===== src/rtl/cube_rx_pkg.sv =====
// Shared types and constants for the cube panel serial receiver.
package cube_rx_pkg;

    localparam int LANES_DEF = 4;
    localparam int BITS_DEF  = 16;
    localparam int ROWS_DEF  = 16;
    localparam int COLOURS   = 3;
    localparam int MAX_ROWS  = 256;
    localparam int ROW_IDX_W = 8;

    typedef enum logic [0:0] {
        ST_IDLE  = 1'b0,
        ST_SHIFT = 1'b1
    } rx_state_t;

    typedef struct packed {
        logic                 valid;
        logic [ROW_IDX_W-1:0] index;
    } row_decode_t;

    // Callers pad unused upper bits with 1s so they never count as selected rows.
    function automatic row_decode_t decode_one_hot_low(input logic [MAX_ROWS-1:0] sel_n);
        row_decode_t res;
        int          zeros;
        res   = '0;
        zeros = 0;
        for (int i = 0; i < MAX_ROWS; i++) begin
            if (!sel_n[i]) begin
                zeros++;
                res.index = ROW_IDX_W'(i);
            end
        end
        res.valid = (zeros == 1);
        if (!res.valid) begin
            res.index = '0;
        end
        return res;
    endfunction

endpackage


===== src/rtl/cube_sync_edge.sv =====
// Multi-flop synchronizer with a per-bit rising-edge strobe on the synchronized output.
module cube_sync_edge #(
    parameter int               WIDTH     = 1,
    parameter int               STAGES    = 2,
    parameter logic [WIDTH-1:0] RESET_VAL = '0
) (
    input  logic             clk,
    input  logic             reset,
    input  logic [WIDTH-1:0] i_d,
    output logic [WIDTH-1:0] o_q,
    output logic [WIDTH-1:0] o_rise
);

    localparam int NS = (STAGES < 2) ? 2 : STAGES;

    logic [WIDTH-1:0] r_sync [NS];
    logic [WIDTH-1:0] r_dly;

    always_ff @(posedge clk or posedge reset) begin
        if (reset) begin
            for (int s = 0; s < NS; s++) begin
                r_sync[s] <= RESET_VAL;
            end
            r_dly <= RESET_VAL;
        end else begin
            r_sync[0] <= i_d;
            for (int s = 1; s < NS; s++) begin
                r_sync[s] <= r_sync[s-1];
            end
            r_dly <= r_sync[NS-1];
        end
    end

    assign o_q    = r_sync[NS-1];
    assign o_rise = r_sync[NS-1] & ~r_dly;

endmodule


===== src/rtl/cube_serial_receiver.sv =====
// Deserializer for the 12-lane cube panel stream with row decode and protocol error flags.
// Optional blanking check enabled by defining CUBE_RX_BLANK_CHECK_EN.
module cube_serial_receiver
    import cube_rx_pkg::*;
#(
    parameter int LANES          = LANES_DEF,
    parameter int BITS_PER_LATCH = BITS_DEF,
    parameter int SYNC_STAGES    = 2,
    parameter int ROWS           = ROWS_DEF
) (
    input  logic                              clk,
    input  logic                              reset,
    input  logic                              serial_clk,
    input  logic                              latch_enable,
    input  logic                              output_enable_n,
    input  logic [LANES-1:0]                  serial_data_in_red,
    input  logic [LANES-1:0]                  serial_data_in_green,
    input  logic [LANES-1:0]                  serial_data_in_blue,
    input  logic [ROWS-1:0]                   row_select_n,
    output logic [LANES*BITS_PER_LATCH-1:0]   row_data_red,
    output logic [LANES*BITS_PER_LATCH-1:0]   row_data_green,
    output logic [LANES*BITS_PER_LATCH-1:0]   row_data_blue,
    output logic [$clog2(ROWS)-1:0]           row_index,
    output logic                              row_valid,
    output logic                              bit_count_error,
    output logic                              row_select_error,
    output logic                              blanking_error
);

    localparam int B   = BITS_PER_LATCH;
    localparam int NL  = COLOURS * LANES;
    localparam int CW  = $clog2(B + 1) + 1;
    localparam int RIW = $clog2(ROWS);
    localparam int WW  = LANES * B;

    localparam logic [CW-1:0] CNT_FULL = CW'(B);
    localparam logic [CW-1:0] CNT_SAT  = CW'(B + 1);

    logic            w_sclk_q;
    logic            w_sclk_rise;
    logic            w_latch_q;
    logic            w_latch_rise;
    logic [NL-1:0]   w_lanes_in;
    logic [NL-1:0]   w_lanes;
    logic [NL-1:0]   w_lanes_rise;
    logic [ROWS-1:0] w_row_sync;
    logic [ROWS-1:0] w_row_rise;

    cube_sync_edge #(.WIDTH(1), .STAGES(SYNC_STAGES), .RESET_VAL(1'b0)) u_sync_sclk (
        .clk    (clk),
        .reset  (reset),
        .i_d    (serial_clk),
        .o_q    (w_sclk_q),
        .o_rise (w_sclk_rise)
    );

    cube_sync_edge #(.WIDTH(1), .STAGES(SYNC_STAGES), .RESET_VAL(1'b0)) u_sync_latch (
        .clk    (clk),
        .reset  (reset),
        .i_d    (latch_enable),
        .o_q    (w_latch_q),
        .o_rise (w_latch_rise)
    );

    // Lane index = colour*LANES + lane, red first.
    assign w_lanes_in = {serial_data_in_blue, serial_data_in_green, serial_data_in_red};

    cube_sync_edge #(.WIDTH(NL), .STAGES(SYNC_STAGES), .RESET_VAL('0)) u_sync_lanes (
        .clk    (clk),
        .reset  (reset),
        .i_d    (w_lanes_in),
        .o_q    (w_lanes),
        .o_rise (w_lanes_rise)
    );

    cube_sync_edge #(.WIDTH(ROWS), .STAGES(SYNC_STAGES), .RESET_VAL('1)) u_sync_rows (
        .clk    (clk),
        .reset  (reset),
        .i_d    (row_select_n),
        .o_q    (w_row_sync),
        .o_rise (w_row_rise)
    );

    rx_state_t       r_state;
    logic [CW-1:0]   r_cnt;
    logic [B-1:0]    r_shift [NL];
    logic [WW-1:0]   r_data_red;
    logic [WW-1:0]   r_data_green;
    logic [WW-1:0]   r_data_blue;
    logic [RIW-1:0]  r_row_index;
    logic            r_row_valid;
    logic            r_bit_count_error;
    logic            r_row_select_error;

    logic [B-1:0]        w_shift_next [NL];
    logic [CW-1:0]       w_cnt_next;
    logic                w_have_bits;
    logic [MAX_ROWS-1:0] w_sel_pad;
    row_decode_t         w_dec;
    logic                w_row_ok;

    // The shift is folded in ahead of the latch so a coincident bit is included.
    always_comb begin
        for (int l = 0; l < NL; l++) begin
            w_shift_next[l] = w_sclk_rise ? {r_shift[l][B-2:0], w_lanes[l]} : r_shift[l];
        end
        w_cnt_next  = (w_sclk_rise && (r_cnt != CNT_SAT)) ? r_cnt + 1'b1 : r_cnt;
        w_have_bits = (r_state == ST_SHIFT) || w_sclk_rise;
    end

    always_comb begin
        w_sel_pad              = '1;
        w_sel_pad[ROWS-1:0]    = w_row_sync;
        w_dec                  = decode_one_hot_low(w_sel_pad);
        w_row_ok               = w_dec.valid && (int'(w_dec.index) < ROWS);
    end

    always_ff @(posedge clk or posedge reset) begin
        if (reset) begin
            r_state            <= ST_IDLE;
            r_cnt              <= '0;
            for (int l = 0; l < NL; l++) begin
                r_shift[l] <= '0;
            end
            r_data_red         <= '0;
            r_data_green       <= '0;
            r_data_blue        <= '0;
            r_row_index        <= '0;
            r_row_valid        <= 1'b0;
            r_bit_count_error  <= 1'b0;
            r_row_select_error <= 1'b0;
        end else begin
            r_row_valid <= 1'b0;
            if (w_latch_rise) begin
                for (int i = 0; i < LANES; i++) begin
                    r_data_red[i*B +: B]   <= w_have_bits ? w_shift_next[i]           : '0;
                    r_data_green[i*B +: B] <= w_have_bits ? w_shift_next[LANES+i]     : '0;
                    r_data_blue[i*B +: B]  <= w_have_bits ? w_shift_next[2*LANES+i]   : '0;
                end
                for (int l = 0; l < NL; l++) begin
                    r_shift[l] <= '0;
                end
                r_row_index        <= w_row_ok ? w_dec.index[RIW-1:0] : '0;
                r_row_select_error <= !w_row_ok;
                r_bit_count_error  <= (w_cnt_next != CNT_FULL);
                r_row_valid        <= 1'b1;
                r_cnt              <= '0;
                r_state            <= ST_IDLE;
            end else if (w_sclk_rise) begin
                for (int l = 0; l < NL; l++) begin
                    r_shift[l] <= w_shift_next[l];
                end
                r_cnt   <= w_cnt_next;
                r_state <= ST_SHIFT;
            end
        end
    end

`ifdef CUBE_RX_BLANK_CHECK_EN
    logic w_oen_q;
    logic w_oen_rise;
    logic r_blanking_error;

    cube_sync_edge #(.WIDTH(1), .STAGES(SYNC_STAGES), .RESET_VAL(1'b1)) u_sync_oen (
        .clk    (clk),
        .reset  (reset),
        .i_d    (output_enable_n),
        .o_q    (w_oen_q),
        .o_rise (w_oen_rise)
    );

    always_ff @(posedge clk or posedge reset) begin
        if (reset) begin
            r_blanking_error <= 1'b0;
        end else if (w_latch_rise) begin
            r_blanking_error <= !w_oen_q;
        end
    end

    assign blanking_error = r_blanking_error;
`else
    assign blanking_error = 1'b0;
`endif

    assign row_data_red     = r_data_red;
    assign row_data_green   = r_data_green;
    assign row_data_blue    = r_data_blue;
    assign row_index        = r_row_index;
    assign row_valid        = r_row_valid;
    assign bit_count_error  = r_bit_count_error;
    assign row_select_error = r_row_select_error;

endmodule

===== config.mk =====
export PLATFORM = sky130hd
export DESIGN_NAME = cube_serial_receiver
export DESIGN_NICKNAME = d
export VERILOG_FILES = /design/src/rtl/cube_rx_pkg.sv /design/src/rtl/cube_sync_edge.sv /design/src/rtl/cube_serial_receiver.sv
export SDC_FILE = /design/constraint.sdc
export NUM_CORES = 1
export LEC_CHECK = 0
export BUFFER_PORTS_ARGS = -buffer_cell sky130_fd_sc_hd__buf_2
export CORE_UTILIZATION = 60
export DETAILED_ROUTE_END_ITERATION = 8
export PLACE_DENSITY = 0.86
export SLEW_MARGIN = 20
export SYNTH_ARGS = -nofsm -noshare
export SYNTH_HDL_FRONTEND = slang
export SYNTH_SLANG_ARGS = --single-unit

===== constraint.sdc =====
create_clock -name clk -period 22.8 [get_ports clk]
set_clock_uncertainty 0.05 [all_clocks]
set_input_delay 2.28 -clock clk [delete_from_list [all_inputs] [get_ports clk]]
set_output_delay 2.28 -clock clk [all_outputs]
set_load 0.1 [all_outputs]

==> load_flow_metrics.sql <==
INSERT INTO impl_metrics (metric_group, metric, value, unit) VALUES
('synth', 'synthTopCellsByCount', 'sky130_fd_sc_hd__nand2_1 (610), sky130_fd_sc_hd__dfrtp_1 (428), sky130_fd_sc_hd__nor2_1 (221), sky130_fd_sc_hd__a31oi_1 (204), sky130_fd_sc_hd__a21oi_1 (203)', ''),
('final_layout', 'drive_above_1_share', '16.9', '%'),
('place', 'port_buffers', '230', ''),
('synth', 'synth-edff-count', '0', ''),
('synth', 'synthesis.area', '19700', 'µm²'),
('cts', 'postCtsSetupRepairBufs', '0', ''),
('grt', 'antenna_found_initial', '1', ''),
('grt', 'global_route_wire_length_before_repair', '72800', 'µm'),
('synth', 'synthArstFlopShare', '100', '%'),
('cts', 'clock_sinks', '460', ''),
('sta', 'final.setup.tns', '0', 'ns'),
('grt', 'grt_pass1_vias', '14900', ''),
('place', 'numPlacedInstances', '2629', ''),
('floorplan', 'placement_rows', '66', ''),
('critical_path', 'path_max_fanout', '6', ''),
('power_and_ir_drop', 'p_leak', '9.79', 'nW'),
('power_and_ir_drop', 'design_power', '2.46', 'mW'),
('synth', 'synth_fa_ha_area_share', '1.13', '%'),
('critical_path', 'worst_setup_path_end_kind', 'flip-flop', ''),
('critical_path', 'longest_individual_stage_delay_on_the_worst_path', '0.54', 'ns'),
('floorplan', 'die_area', '33600', 'µm²'),
('synth', 'synth.area.top_cells', 'sky130_fd_sc_hd__dfrtp_1 (54%), sky130_fd_sc_hd__nand2_1 (12%), sky130_fd_sc_hd__a31oi_1 (6.5%)', ''),
('routing', 'drt-initial-drc-count', '1296', ''),
('cts', 'skew_pair_late_insertion_delay', '0.56', 'ns'),
('routing', 'vias_per_cell', '5.80', ''),
('sta', 'maxClockFrequency', '91.9', 'MHz'),
('place', 'dp_hpwl', '26900', 'µm'),
('synth', 'synth-simple-area-share', '18.9', '%'),
('routing', 'antenna_left', '0', ''),
('sta', 'final.min_clock_period', '10.88', 'ns'),
('critical_path', 'timing.critical_path.required', '23.21', 'ns'),
('synth', 'post_synth_inst_count', '2095', ''),
('cts', 'cts-root-to-sink-buffers', '3', ''),
('place', 'place.gp.congestion', '0.896', ''),
('routing', 'vias', '15700', ''),
('critical_path', 'critPathKind', 'flip-flop to flip-flop', ''),
('critical_path', 'cp-startpoint', 'u_sync_rows.o_q[1]', ''),
('synth', 'synth_seq_cells', '460', ''),
('cts', 'path_clk_slew', '0.06', 'ns'),
('floorplan', 'die_y', '183', 'µm'),
('synth', 'fraction_of_the_mapped_netlist_area_in_compound_gates', '14.1', '%'),
('floorplan', 'initial_utilization', '60.8', '%'),
('final_layout', 'final_cell_count_no_fill', '2713', ''),
('worst_hold_path', 'hold_path_class', 'flip-flop to flip-flop', ''),
('synth', 'ys.warnings.count', '0', ''),
('sta', 'share_of_the_clock_period_used_by_the_worst_path', '47.7', '%'),
('worst_hold_path', 'hold_path_end', 'u_sync_sclk.o_q', ''),
('routing', 'drtPass1Iterations', '5', ''),
('routing', 'drt_drc_violations_left', '0', ''),
('floorplan', 'die_width', '183', 'µm'),
('cts', 'cts_tree', 'yes', ''),
('synth', 'yosys.cell_count.top_type', 'sky130_fd_sc_hd__nand2_1', ''),
('critical_path', 'critical_path.reg2reg.startpoint', 'u_sync_rows.o_q[1]', ''),
('synth', 'synth_xor_xnor_area_share', '3.58', '%'),
('critical_path', 'reg2reg_depth', '50', ''),
('sta', 'hold_violations', '0', ''),
('cts', 'tritoncts.num_buffers', '46', ''),
('synth', 'synth_area_per_cell', '9.42', 'µm²'),
('sta', 'rsz0062_at_grt', 'no', ''),
('synth', 'synth_cell_types', '82', ''),
('final_layout', 'antenna-diode-count', '0', ''),
('floorplan', 'floorplan.core_area', '32500', 'µm²'),
('grt', 'grt_util_all_layers', '26.4', '%'),
('floorplan', 'boundaryPins', '233', ''),
('synth', 'synth.mux.area_fraction', '0.425', '%'),
('cts', 'cts_root_buf', 'sky130_fd_sc_hd__clkbuf_16', ''),
('critical_path', 'worstReg2RegEnd', 'row_index[2]', ''),
('synth', 'dominant_synthesized_flop_cell', 'sky130_fd_sc_hd__dfrtp_1', ''),
('run_status', 'run_status', 'finished clean', ''),
('critical_path', 'critical_path.slowest_cell', 'sky130_fd_sc_hd__dfstp_2', ''),
('cts', 'ctsHoldBuffers', '0', '');
==> layout make-up <==
| class | count | area (µm²) |
|---|---|---|
| flip-flops and latches | 460 | 11600 |
| fillers | 2312 | 9900 |
| multi-input cells | 1469 | 7560 |
| clock buffers | 68 | 1370 |
| repair buffers | 240 | 1260 |
| well taps | 442 | 553 |
| clock inverters | 16 | 184 |
| inverters | 18 | 82.6 |
==> power by group <==
| part | total [mW] | leakage (nW) | internal (mW) | switching [mW] |
|---|---|---|---|---|
| registers | 0.911 | 5.84 | 0.875 | 0.0369 |
| logic | 0.784 | 3.19 | 0.193 | 0.591 |
| clock network | 0.764 | 0.755 | 0.451 | 0.314 |
| total | 2.46 | 9.79 | 1.52 | 0.941 |
==> state kept, by name (all words and copies together), names as in the netlist <==
signal and flops:
r_state 1, u_sync_sclk.o_q 1, r_cnt 6, u_sync_latch.r_dly 1
u_sync_sclk.r_dly 1, u_sync_rows.r_sync 16, row_data_green 64, u_sync_sclk.r_sync 1
row_data_blue 64, r_shift 192, row_data_red 64, row_select_error 1
u_sync_latch.o_q 1, u_sync_rows.o_q 16, bit_count_error 1, u_sync_lanes.r_sync 12
row_valid 1, row_index 4, u_sync_latch.r_sync 1, u_sync_lanes.o_q 12
==> routing by layer <==
metal	share of wire (%)	track usage [%]	vias to the layer above
li1	-	-	7351
met1	40	33.7	7749
met2	49	43.4	497
met3	7.0	6.57	124
met4	4.0	10.7	2
met5	0.029	0	-
==> kinds of logic (layout without fill, tap and decap cells) <==
logic type,after synthesis,count (layout)
AO/OA/AOI/OAI,466,466
XOR/XNOR,54,54
adder cells (fa/ha/maj),18,18
buffers and inverters,166,342
flip-flops,460,460
multiplexers,8,8
other,1,1
AND/OR/NAND/NOR,922,922
==> worst max-delay path by stage <==
| stage | endpoint | slack, ns | cells past startpoint |
|---|---|---|---|
| floorplan | bit_count_error | 7.70 | 1 |
| global placement | row_select_error | 12.54 | 50 |
| detailed placement | row_index[2] | 12.14 | 50 |
| CTS | row_index[2] | 11.96 | 50 |
| global route | row_index[2] | 11.20 | 50 |
| finish | row_index[2] | 11.92 | 50 |
==> stage by stage <==
stage | area, µm² | setup slack [ns] | util (%) | hold WS, ns
global route | 22600 | 11.20 | 69.5 | 0.308
floorplan | 19700 | 7.70 | - | 0.281
finish | 22600 | 11.92 | 69.5 | 0.297
CTS | 22500 | 11.96 | 69.5 | 0.299
detailed placement | 21000 | 12.14 | 64.7 | 0.285
global placement | 21000 | 12.54 | 64.7 | 0.282
==> critical path: cells and delay by family (launching register included) <==
kind            cells  cell delay, ns
mux                 3            0.74
xor+xnor            1            0.36
simple gates       12            1.51
buf+inv             5            0.39
flops               1            0.54
fa+ha+maj          14            4.16
compound gates     15            3.01
==> cells in the final DEF (no fill, tap or decap), types with 7 or more instances in the layout <==
master	instances
sky130_fd_sc_hd__inv_1	16
sky130_fd_sc_hd__nor2_1	221
sky130_fd_sc_hd__xnor2_2	8
sky130_fd_sc_hd__dfstp_2	32
sky130_fd_sc_hd__nand2_1	610
sky130_fd_sc_hd__clkbuf_8	11
sky130_fd_sc_hd__dfrtp_1	428
sky130_fd_sc_hd__clkbuf_16	47
sky130_fd_sc_hd__buf_2	230
sky130_fd_sc_hd__clkbuf_1	10
sky130_fd_sc_hd__nor2b_1	12
sky130_fd_sc_hd__xnor2_1	24
sky130_fd_sc_hd__ha_1	17
sky130_fd_sc_hd__nand3b_1	7
sky130_fd_sc_hd__nand2b_1	13
sky130_fd_sc_hd__a31oi_1	204
sky130_fd_sc_hd__a21oi_1	203
sky130_fd_sc_hd__nor3_1	10
sky130_fd_sc_hd__xor2_1	9
sky130_fd_sc_hd__nand3_1	11
sky130_fd_sc_hd__clkinv_2	7
sky130_fd_sc_hd__o21ai_0	9
Power figures use the tool's default switching activity.
